## src/rtl/elevator_system.sv

```systemverilog
// -----------------------------------------------------------------------------
// elevator_system
//   Group controller for four elevator cars serving floors 0..NUM_FLOORS-1.
//   Hall calls (up/down per floor) are latched as pending calls and, one cycle
//   later, each is handed to a single car. Cab calls go straight into their
//   car's target set. Each car runs an IDLE/UP/DOWN/DOOR motion FSM. Car
//   position is tracked internally by counting floor steps; there are no
//   position sensors.
//
// Ports
//   clk                          system clock, all state on the rising edge
//   rst                          asynchronous active-low reset
//   in0..in10          [1:0]     hall call at floor k: bit0 up, bit1 down
//   req_in_lift1..4    [10:0]    cab calls for car n, bit k = floor k
//   motor_signal1..4   [1:0]     registered motor command: 00 stop, 01 up, 10 down
//
// Optional feature (macro ELEV_FLOOR_OUT_EN)
//   When defined, adds floor1..floor4 [3:0]: current floor of each car.
//   When undefined, those ports and their logic are absent.
// -----------------------------------------------------------------------------
module elevator_system #(
    parameter int NUM_FLOORS  = 11,
    parameter int STEP_CYCLES = 1,
    parameter int DOOR_CYCLES = 2
) (
    input  logic                  clk,
    input  logic                  rst,
    input  logic [1:0]            in0,
    input  logic [1:0]            in1,
    input  logic [1:0]            in2,
    input  logic [1:0]            in3,
    input  logic [1:0]            in4,
    input  logic [1:0]            in5,
    input  logic [1:0]            in6,
    input  logic [1:0]            in7,
    input  logic [1:0]            in8,
    input  logic [1:0]            in9,
    input  logic [1:0]            in10,
    input  logic [NUM_FLOORS-1:0] req_in_lift1,
    input  logic [NUM_FLOORS-1:0] req_in_lift2,
    input  logic [NUM_FLOORS-1:0] req_in_lift3,
    input  logic [NUM_FLOORS-1:0] req_in_lift4,
    output logic [1:0]            motor_signal1,
    output logic [1:0]            motor_signal2,
    output logic [1:0]            motor_signal3,
    output logic [1:0]            motor_signal4
`ifdef ELEV_FLOOR_OUT_EN
    ,
    output logic [3:0]            floor1,
    output logic [3:0]            floor2,
    output logic [3:0]            floor3,
    output logic [3:0]            floor4
`endif
);

    localparam int NC = 4;           // number of cars
    localparam int NF = NUM_FLOORS;  // the hall port list fixes this at 11
    localparam int CW = 8;           // step / dwell counter width

    typedef enum logic [1:0] {
        S_IDLE = 2'd0,
        S_UP   = 2'd1,
        S_DOWN = 2'd2,
        S_DOOR = 2'd3
    } state_t;

    function automatic logic any_above(input logic [NF-1:0] t, input logic [3:0] f);
        logic r;
        r = 1'b0;
        for (int i = 0; i < NF; i++) if (i > int'(f) && t[i]) r = 1'b1;
        return r;
    endfunction

    function automatic logic any_below(input logic [NF-1:0] t, input logic [3:0] f);
        logic r;
        r = 1'b0;
        for (int i = 0; i < NF; i++) if (i < int'(f) && t[i]) r = 1'b1;
        return r;
    endfunction

    function automatic logic [NF-1:0] onehot(input logic [3:0] f);
        logic [NF-1:0] r;
        for (int i = 0; i < NF; i++) r[i] = (i == int'(f));
        return r;
    endfunction

    // Per-car motion state
    state_t [NC-1:0]          state_q,  state_d;
    logic   [NC-1:0][3:0]     floor_q,  floor_d;
    logic   [NC-1:0][CW-1:0]  cnt_q,    cnt_d;
    logic   [NC-1:0]          dir_up_q, dir_up_d;   // direction of the last move
    logic   [NC-1:0][1:0]     motor_q,  motor_d;

    // Call bookkeeping
    logic   [NC-1:0][NF-1:0]  cab_q,    cab_d;
    logic   [NC-1:0][NF-1:0]  asg_up_q, asg_up_d;   // hall-up calls owned by car
    logic   [NC-1:0][NF-1:0]  asg_dn_q, asg_dn_d;   // hall-down calls owned by car
    logic   [NF-1:0]          hall_up_q, hall_up_d; // latched, not yet assigned
    logic   [NF-1:0]          hall_dn_q, hall_dn_d;

    logic   [NC-1:0][NF-1:0]  cab_req;
    logic   [NC-1:0][NF-1:0]  door_at;              // floor a car is serving
    logic   [NF-1:0]          hall_up_in, hall_dn_in, door_any;

    // Down at the bottom floor and up at the top floor have no meaning.
    logic unused_hall_bits;
    assign unused_hall_bits = ^{in0[1], in10[0]};

    always_comb begin
        hall_up_in = {1'b0,    in9[0], in8[0], in7[0], in6[0], in5[0],
                      in4[0],  in3[0], in2[0], in1[0], in0[0]};
        hall_dn_in = {in10[1], in9[1], in8[1], in7[1], in6[1], in5[1],
                      in4[1],  in3[1], in2[1], in1[1], 1'b0};
        cab_req[0] = req_in_lift1;
        cab_req[1] = req_in_lift2;
        cab_req[2] = req_in_lift3;
        cab_req[3] = req_in_lift4;
    end

    // -------------------------------------------------------------------------
    // Car motion FSMs
    // -------------------------------------------------------------------------
    always_comb begin
        logic [NF-1:0] tgt;
        logic          up_w, dn_w;
        // NOTE: every variable gets a default before any branch so that no
        // path leaves it unassigned, which would otherwise infer a latch.
        tgt      = '0;
        up_w     = 1'b0;
        dn_w     = 1'b0;
        state_d  = state_q;
        floor_d  = floor_q;
        cnt_d    = cnt_q;
        dir_up_d = dir_up_q;
        motor_d  = '0;
        door_at  = '0;
        for (int c = 0; c < NC; c++) begin
            tgt  = cab_q[c] | asg_up_q[c] | asg_dn_q[c];
            up_w = any_above(tgt, floor_q[c]);
            dn_w = any_below(tgt, floor_q[c]);
            case (state_q[c])
                S_IDLE: begin
                    cnt_d[c] = '0;
                    if ((tgt & onehot(floor_q[c])) != '0) begin
                        state_d[c] = S_DOOR;
                    end else if (up_w) begin
                        state_d[c]  = S_UP;
                        dir_up_d[c] = 1'b1;
                    end else if (dn_w) begin
                        state_d[c]  = S_DOWN;
                        dir_up_d[c] = 1'b0;
                    end
                end
                S_UP: begin
                    // Nothing left above means we cannot run past the top
                    // floor; the car parks and re-evaluates from IDLE.
                    if (!up_w) begin
                        state_d[c] = S_IDLE;
                        cnt_d[c]   = '0;
                    end else if (cnt_q[c] == CW'(STEP_CYCLES - 1)) begin
                        floor_d[c] = floor_q[c] + 4'd1;
                        cnt_d[c]   = '0;
                        if ((tgt & onehot(floor_q[c] + 4'd1)) != '0) state_d[c] = S_DOOR;
                    end else begin
                        cnt_d[c] = cnt_q[c] + CW'(1);
                    end
                end
                S_DOWN: begin
                    if (!dn_w) begin
                        state_d[c] = S_IDLE;
                        cnt_d[c]   = '0;
                    end else if (cnt_q[c] == CW'(STEP_CYCLES - 1)) begin
                        floor_d[c] = floor_q[c] - 4'd1;
                        cnt_d[c]   = '0;
                        if ((tgt & onehot(floor_q[c] - 4'd1)) != '0) state_d[c] = S_DOOR;
                    end else begin
                        cnt_d[c] = cnt_q[c] + CW'(1);
                    end
                end
                S_DOOR: begin
                    if (cnt_q[c] == CW'(DOOR_CYCLES - 1)) begin
                        cnt_d[c] = '0;
                        if (dir_up_q[c] && up_w) begin
                            state_d[c] = S_UP;
                        end else if (!dir_up_q[c] && dn_w) begin
                            state_d[c] = S_DOWN;
                        end else if (up_w) begin
                            state_d[c]  = S_UP;
                            dir_up_d[c] = 1'b1;
                        end else if (dn_w) begin
                            state_d[c]  = S_DOWN;
                            dir_up_d[c] = 1'b0;
                        end else begin
                            state_d[c] = S_IDLE;
                        end
                    end else begin
                        cnt_d[c] = cnt_q[c] + CW'(1);
                    end
                end
                default: state_d[c] = S_IDLE;
            endcase

            motor_d[c] = (state_d[c] == S_UP)   ? 2'b01 :
                         (state_d[c] == S_DOWN) ? 2'b10 : 2'b00;

            // Covers the entry edge and the whole dwell including the exit
            // edge, so a call for this floor that shows up while the door is
            // open is absorbed instead of re-opening the door.
            if (state_d[c] == S_DOOR || state_q[c] == S_DOOR)
                door_at[c] = onehot(floor_d[c]);
        end
    end

    // -------------------------------------------------------------------------
    // Hall call latching / assignment and cab call latching
    // -------------------------------------------------------------------------
    always_comb begin
        logic [NC-1:0] win;
        logic [NF-1:0] any_up, any_dn;
        int            best_d, d, fl;
        win       = '0;
        any_up    = '0;
        any_dn    = '0;
        best_d    = 0;
        d         = 0;
        fl        = 0;
        door_any  = '0;
        asg_up_d  = asg_up_q;
        asg_dn_d  = asg_dn_q;
        hall_up_d = hall_up_q;
        hall_dn_d = hall_dn_q;
        cab_d     = '0;

        for (int c = 0; c < NC; c++) door_any = door_any | door_at[c];

        // Nearest eligible car wins; the strict '<' hands ties to the lowest
        // car index. A call with no eligible car simply stays pending.
        for (int f = 0; f < NF; f++) begin
            if (hall_up_q[f]) begin
                win    = '0;
                best_d = NF;
                for (int c = 0; c < NC; c++) begin
                    fl = int'(floor_q[c]);
                    d  = (fl > f) ? fl - f : f - fl;
                    if ((state_q[c] == S_IDLE || (state_q[c] == S_UP && fl < f)) && d < best_d) begin
                        best_d = d;
                        win    = '0;
                        win[c] = 1'b1;
                    end
                end
                for (int c = 0; c < NC; c++) if (win[c]) asg_up_d[c][f] = 1'b1;
                if (win != '0) hall_up_d[f] = 1'b0;
            end
            if (hall_dn_q[f]) begin
                win    = '0;
                best_d = NF;
                for (int c = 0; c < NC; c++) begin
                    fl = int'(floor_q[c]);
                    d  = (fl > f) ? fl - f : f - fl;
                    if ((state_q[c] == S_IDLE || (state_q[c] == S_DOWN && fl > f)) && d < best_d) begin
                        best_d = d;
                        win    = '0;
                        win[c] = 1'b1;
                    end
                end
                for (int c = 0; c < NC; c++) if (win[c]) asg_dn_d[c][f] = 1'b1;
                if (win != '0) hall_dn_d[f] = 1'b0;
            end
        end

        // A call already owned by a car is not latched again while held.
        for (int c = 0; c < NC; c++) begin
            any_up = any_up | asg_up_d[c];
            any_dn = any_dn | asg_dn_d[c];
        end
        hall_up_d = (hall_up_d | (hall_up_in & ~any_up)) & ~door_any;
        hall_dn_d = (hall_dn_d | (hall_dn_in & ~any_dn)) & ~door_any;

        // An open door serves the hall calls at its floor for every car,
        // but only clears its own car's cab call.
        for (int c = 0; c < NC; c++) begin
            asg_up_d[c] = asg_up_d[c] & ~door_any;
            asg_dn_d[c] = asg_dn_d[c] & ~door_any;
            cab_d[c]    = (cab_q[c] | cab_req[c]) & ~door_at[c];
        end
    end

    // -------------------------------------------------------------------------
    // State registers
    // -------------------------------------------------------------------------
    always_ff @(posedge clk or negedge rst) begin
        if (!rst) begin
            // NOTE: the call arrays are ordinary flops and must be reset; a
            // stale bit after reset would send a car off on its own.
            hall_up_q <= '0;
            hall_dn_q <= '0;
            cab_q     <= '0;
            asg_up_q  <= '0;
            asg_dn_q  <= '0;
            floor_q   <= '0;
            cnt_q     <= '0;
            dir_up_q  <= '0;
            motor_q   <= '0;
            for (int c = 0; c < NC; c++) state_q[c] <= S_IDLE;
        end else begin
            // NOTE: non-blocking assignments so every flop samples the values
            // computed from the previous state, regardless of statement order.
            hall_up_q <= hall_up_d;
            hall_dn_q <= hall_dn_d;
            cab_q     <= cab_d;
            asg_up_q  <= asg_up_d;
            asg_dn_q  <= asg_dn_d;
            floor_q   <= floor_d;
            cnt_q     <= cnt_d;
            dir_up_q  <= dir_up_d;
            motor_q   <= motor_d;
            state_q   <= state_d;
        end
    end

    assign motor_signal1 = motor_q[0];
    assign motor_signal2 = motor_q[1];
    assign motor_signal3 = motor_q[2];
    assign motor_signal4 = motor_q[3];

`ifdef ELEV_FLOOR_OUT_EN
    assign floor1 = floor_q[0];
    assign floor2 = floor_q[1];
    assign floor3 = floor_q[2];
    assign floor4 = floor_q[3];
`endif

endmodule

```

## config.mk

```make
export PLATFORM = sky130hd
export DESIGN_NAME = elevator_system
export DESIGN_NICKNAME = d
export VERILOG_FILES = /design/src/rtl/elevator_system.sv
export SDC_FILE = /design/constraint.sdc
export NUM_CORES = 1
export LEC_CHECK = 0
export ABC_AREA = 0
export ABC_CLOCK_PERIOD_IN_PS = 15100
export CAP_MARGIN = 20
export CORE_MARGIN = 5
export CORE_UTILIZATION = 32
export CTS_BUF_LIST = sky130_fd_sc_hd__clkbuf_8
export DETAILED_ROUTE_END_ITERATION = 16
export HOLD_SLACK_MARGIN = 0.05
export PLACE_DENSITY = 0.55
export SLEW_MARGIN = 15
export SYNTH_ARGS = -nofsm -noshare
export SYNTH_HDL_FRONTEND = slang
export SYNTH_SLANG_ARGS = --single-unit
```

## constraint.sdc

```tcl
create_clock -name clk -period 15.1 [get_ports clk]
set_clock_uncertainty 0.05 [all_clocks]
set_input_delay 3.775 -clock clk [delete_from_list [all_inputs] [get_ports clk]]
set_output_delay 3.775 -clock clk [all_outputs]
set_load 0.02 [all_outputs]
```

==> results_dict.tcl <==
set metrics [dict create \
    worst_hold_slack_ns 0.435 \
    post_drt_wl_per_cell_um 25.7 \
    reg2reg_from "floor_q[6]" \
    root_buffer "clkbuf_8" \
    drive_gt1_share_pct 8.13 \
    post-route-drc-count 0 \
    htreeDepth 2 \
    via_per_inst 6.07 \
    cts_sinks 222 \
    hold-path-cell-count 1 \
    fin_crit_sh_pct 61.2 \
    io_pins 76 \
    worstPathArrival_ns 9.71 \
    tns_ns 0 \
    fillers 9993 \
    synth_nets 4397 \
    dieArea_um2 100000 \
    synthArstFlopShare_pct 100 \
    route.vias.total 31878 \
    clkSlewWorstSetupHoldPaths_ns 0.05 \
    multi_input_area_um2 22900 \
    hold_buffers 0 \
    ys_seq_area_share_pct 18.5 \
    grt_usage_pct 26.0 \
    rsz0062_at_grt "no" \
    worst_slew_pin_slew_ns 1.30 \
    start_util_pct 32.2 \
    grt_pass1_wl_mm 196 \
    synth-compound-area-share_pct 28.8 \
    first_global_vias 29717 \
    syn_area_per_cell_um2 7.62 \
    startpoint_type "flop" \
    end_kind "flop" \
    synth-edff-count 0 \
    worstRegToRegCells 30 \
    synth_most_common_cell "nor2_1" \
    setup_viol 0 \
    yosysTopAreaCell "dfrtp_1" \
    crit_type "flop to flop" \
    cap_viol_max_count 0 \
    status "completed" \
    synth.distinct_cells 121 \
    relSlewSlack_pct 13.5 \
    hold_class "flop to flop" \
    hpwl_mm 106 \
    finalHoldViolCount 0 \
    fin_nets 4421 \
    ys.flop_type "dfrtp_1" \
    synth.mux.area_fraction_pct 4.45 \
    die_x_um 316 \
    drt_first_pass_iters 7 \
    yosys.area_share.xor_xnor_pct 2.30 \
    synth-simple-area-share_pct 24.4 \
    port_buffers 73 \
    synthTopCellsByArea "dfrtp_1 (18%), ha_1 (16%), a21oi_1 (6.1%), nor2_1 (5.3%), nand2_1 (3.6%)" \
    synthDominantCellAreaShare_pct 18.5 \
    core_area_um2 93300 \
    syn_to_final_growth_pct 10.4 \
    synth_common_cells "nor2_1 (428), ha_1 (387), a21oi_1 (364)" \
    synth_area_um2 30100 \
    slowest_delay_ns 0.93 \
    cts_made_buffers 49 \
    synth.ff_latch_count 222 \
    cp_max_fo 15 \
    cts_buffer_depth 3 \
    drt-total-wl_mm 135 \
    layout_min_cycle_time_ns 9.24 \
    gr-total-overflow 0 \
    rr_endpoint "asg_up_q[1]" \
    regToRegSetupSlack_ns 5.86 \
    grt_max_degree 138 \
    slowest_stage "dfrtp_1" \
    synth_fa_ha_area_share_pct 16.1 \
    hold_path_startpoint "cab_q[17]" \
    ant_nets 0 \
    die_h_um 316 \
    cts_resized 0 \
    cts_setup_buffers 0 \
    register_area_um2 5560 \
    critPathMostFrequentCell "ha_1" \
    gp_congestion 1.00 \
    required_ns 15.57 \
    clock.fmax_mhz 108 \
    holdPathEnd "cab_q[17]" \
    syn_inst 3942 \
    cts_tree "yes" \
    clock_latency_ns 0.72 \
    ys_warn_count 0 \
    first_iter_violations 3641 \
    rows 112 \
    synth_top_family_by_area "compound AO/OA/AOI/OAI gates" \
    antenna_found_initial 6 \
    slew_viol_final 0 \
]
-- flip-flops by register name, summed over array words and instances, names as in the netlist --
name / flops
floor_q: 16
motor_signal1: 2
asg_dn_q: 44
motor_signal4: 2
hall_up_q: 11
motor_signal3: 2
motor_signal2: 2
dir_up_q: 4
cnt_q: 32
hall_dn_q: 11
asg_up_q: 44
cab_q: 44
state_q: 8
-- worst max-delay path, delay by kind of cell (launching register included) --
kind	cells	cell delay [ns]
flops	1	0.93
simple gates	9	1.34
buf+inv	2	0.87
fa+ha+maj	5	1.85
mux	1	0.42
compound gates	13	3.58
-- cells in the final DEF, fill, tap and decap left out, types with 54 or more instances in the layout --
| master | instances |
|---|---|
| ha_1 | 387 |
| clkbuf_8 | 57 |
| nor2b_1 | 77 |
| a31oi_1 | 86 |
| o211ai_1 | 58 |
| inv_1 | 255 |
| xnor2_1 | 57 |
| nor3_1 | 148 |
| nand2b_1 | 77 |
| dfrtp_1 | 219 |
| mux2i_1 | 84 |
| o21ai_0 | 179 |
| nor2_1 | 427 |
| nand2_1 | 290 |
| clkdlybuf4s50_1 | 72 |
| nand3_1 | 92 |
| a21oi_1 | 363 |
| o21a_1 | 54 |
-- stage by stage --
step / instances / instance area, um2 / setup slack, ns / util [%]
floorplan: 3942 / 30100 / 7.59 / -
global placement: 5164 / 32100 / 6.22 / 34.4
detailed placement: 5166 / 32200 / 6.12 / 34.5
CTS: 5250 / 33100 / 6.05 / 35.5
global route: 5254 / 33200 / 5.22 / 35.5
finish: 5256 / 33200 / 5.86 / 35.5
-- cells by family (layout without fill, tap and decap cells) --
logic type,after synthesis,in the layout
multiplexers,128,128
other,0,3
adder cells (fa/ha/maj),387,387
buffers and inverters,412,469
AO/OA/AOI/OAI,1249,1249
AND/OR/NAND/NOR,1465,1465
XOR/XNOR,79,79
flip-flops,222,222
-- how the worst max path moves through the flow --
stage,startpoint,endpoint,slack [ns],cells after the start
after floorplan,floor_q[0],asg_dn_q[8],7.59,28
after global placement,floor_q[1],asg_up_q[12],6.22,33
after detailed placement,floor_q[1],asg_up_q[12],6.12,34
after CTS,floor_q[1],asg_up_q[12],6.05,33
after global routing,floor_q[6],asg_dn_q[10],5.22,35
final,floor_q[6],asg_up_q[1],5.86,30
-- routing by layer --
layer	wire length (um)	global-route usage (%)	vias to the layer above	share of wire (%)
met2	56000	38.9	1572	41
met3	13100	5.29	325	9.7
li1	-	-	14720	-
met1	57200	35.4	15259	42
met5	8	0	-	0.0059
met4	8650	13.7	2	6.4
-- final cells by class --
type | instances | area share, %
well taps | 1254 | 4.73
clock buffers | 57 | 2.37
clock inverters | 27 | 0.607
flip-flops and latches | 222 | 16.8
inverters | 254 | 2.87
diodes | 3 | 0.0226
repair buffers | 131 | 3.57
multi-input cells | 3308 | 69.1
Power is left out: the tool's default activity adds up to more than one toggle a clock period on the data nets, which glitch-free logic cannot reach.
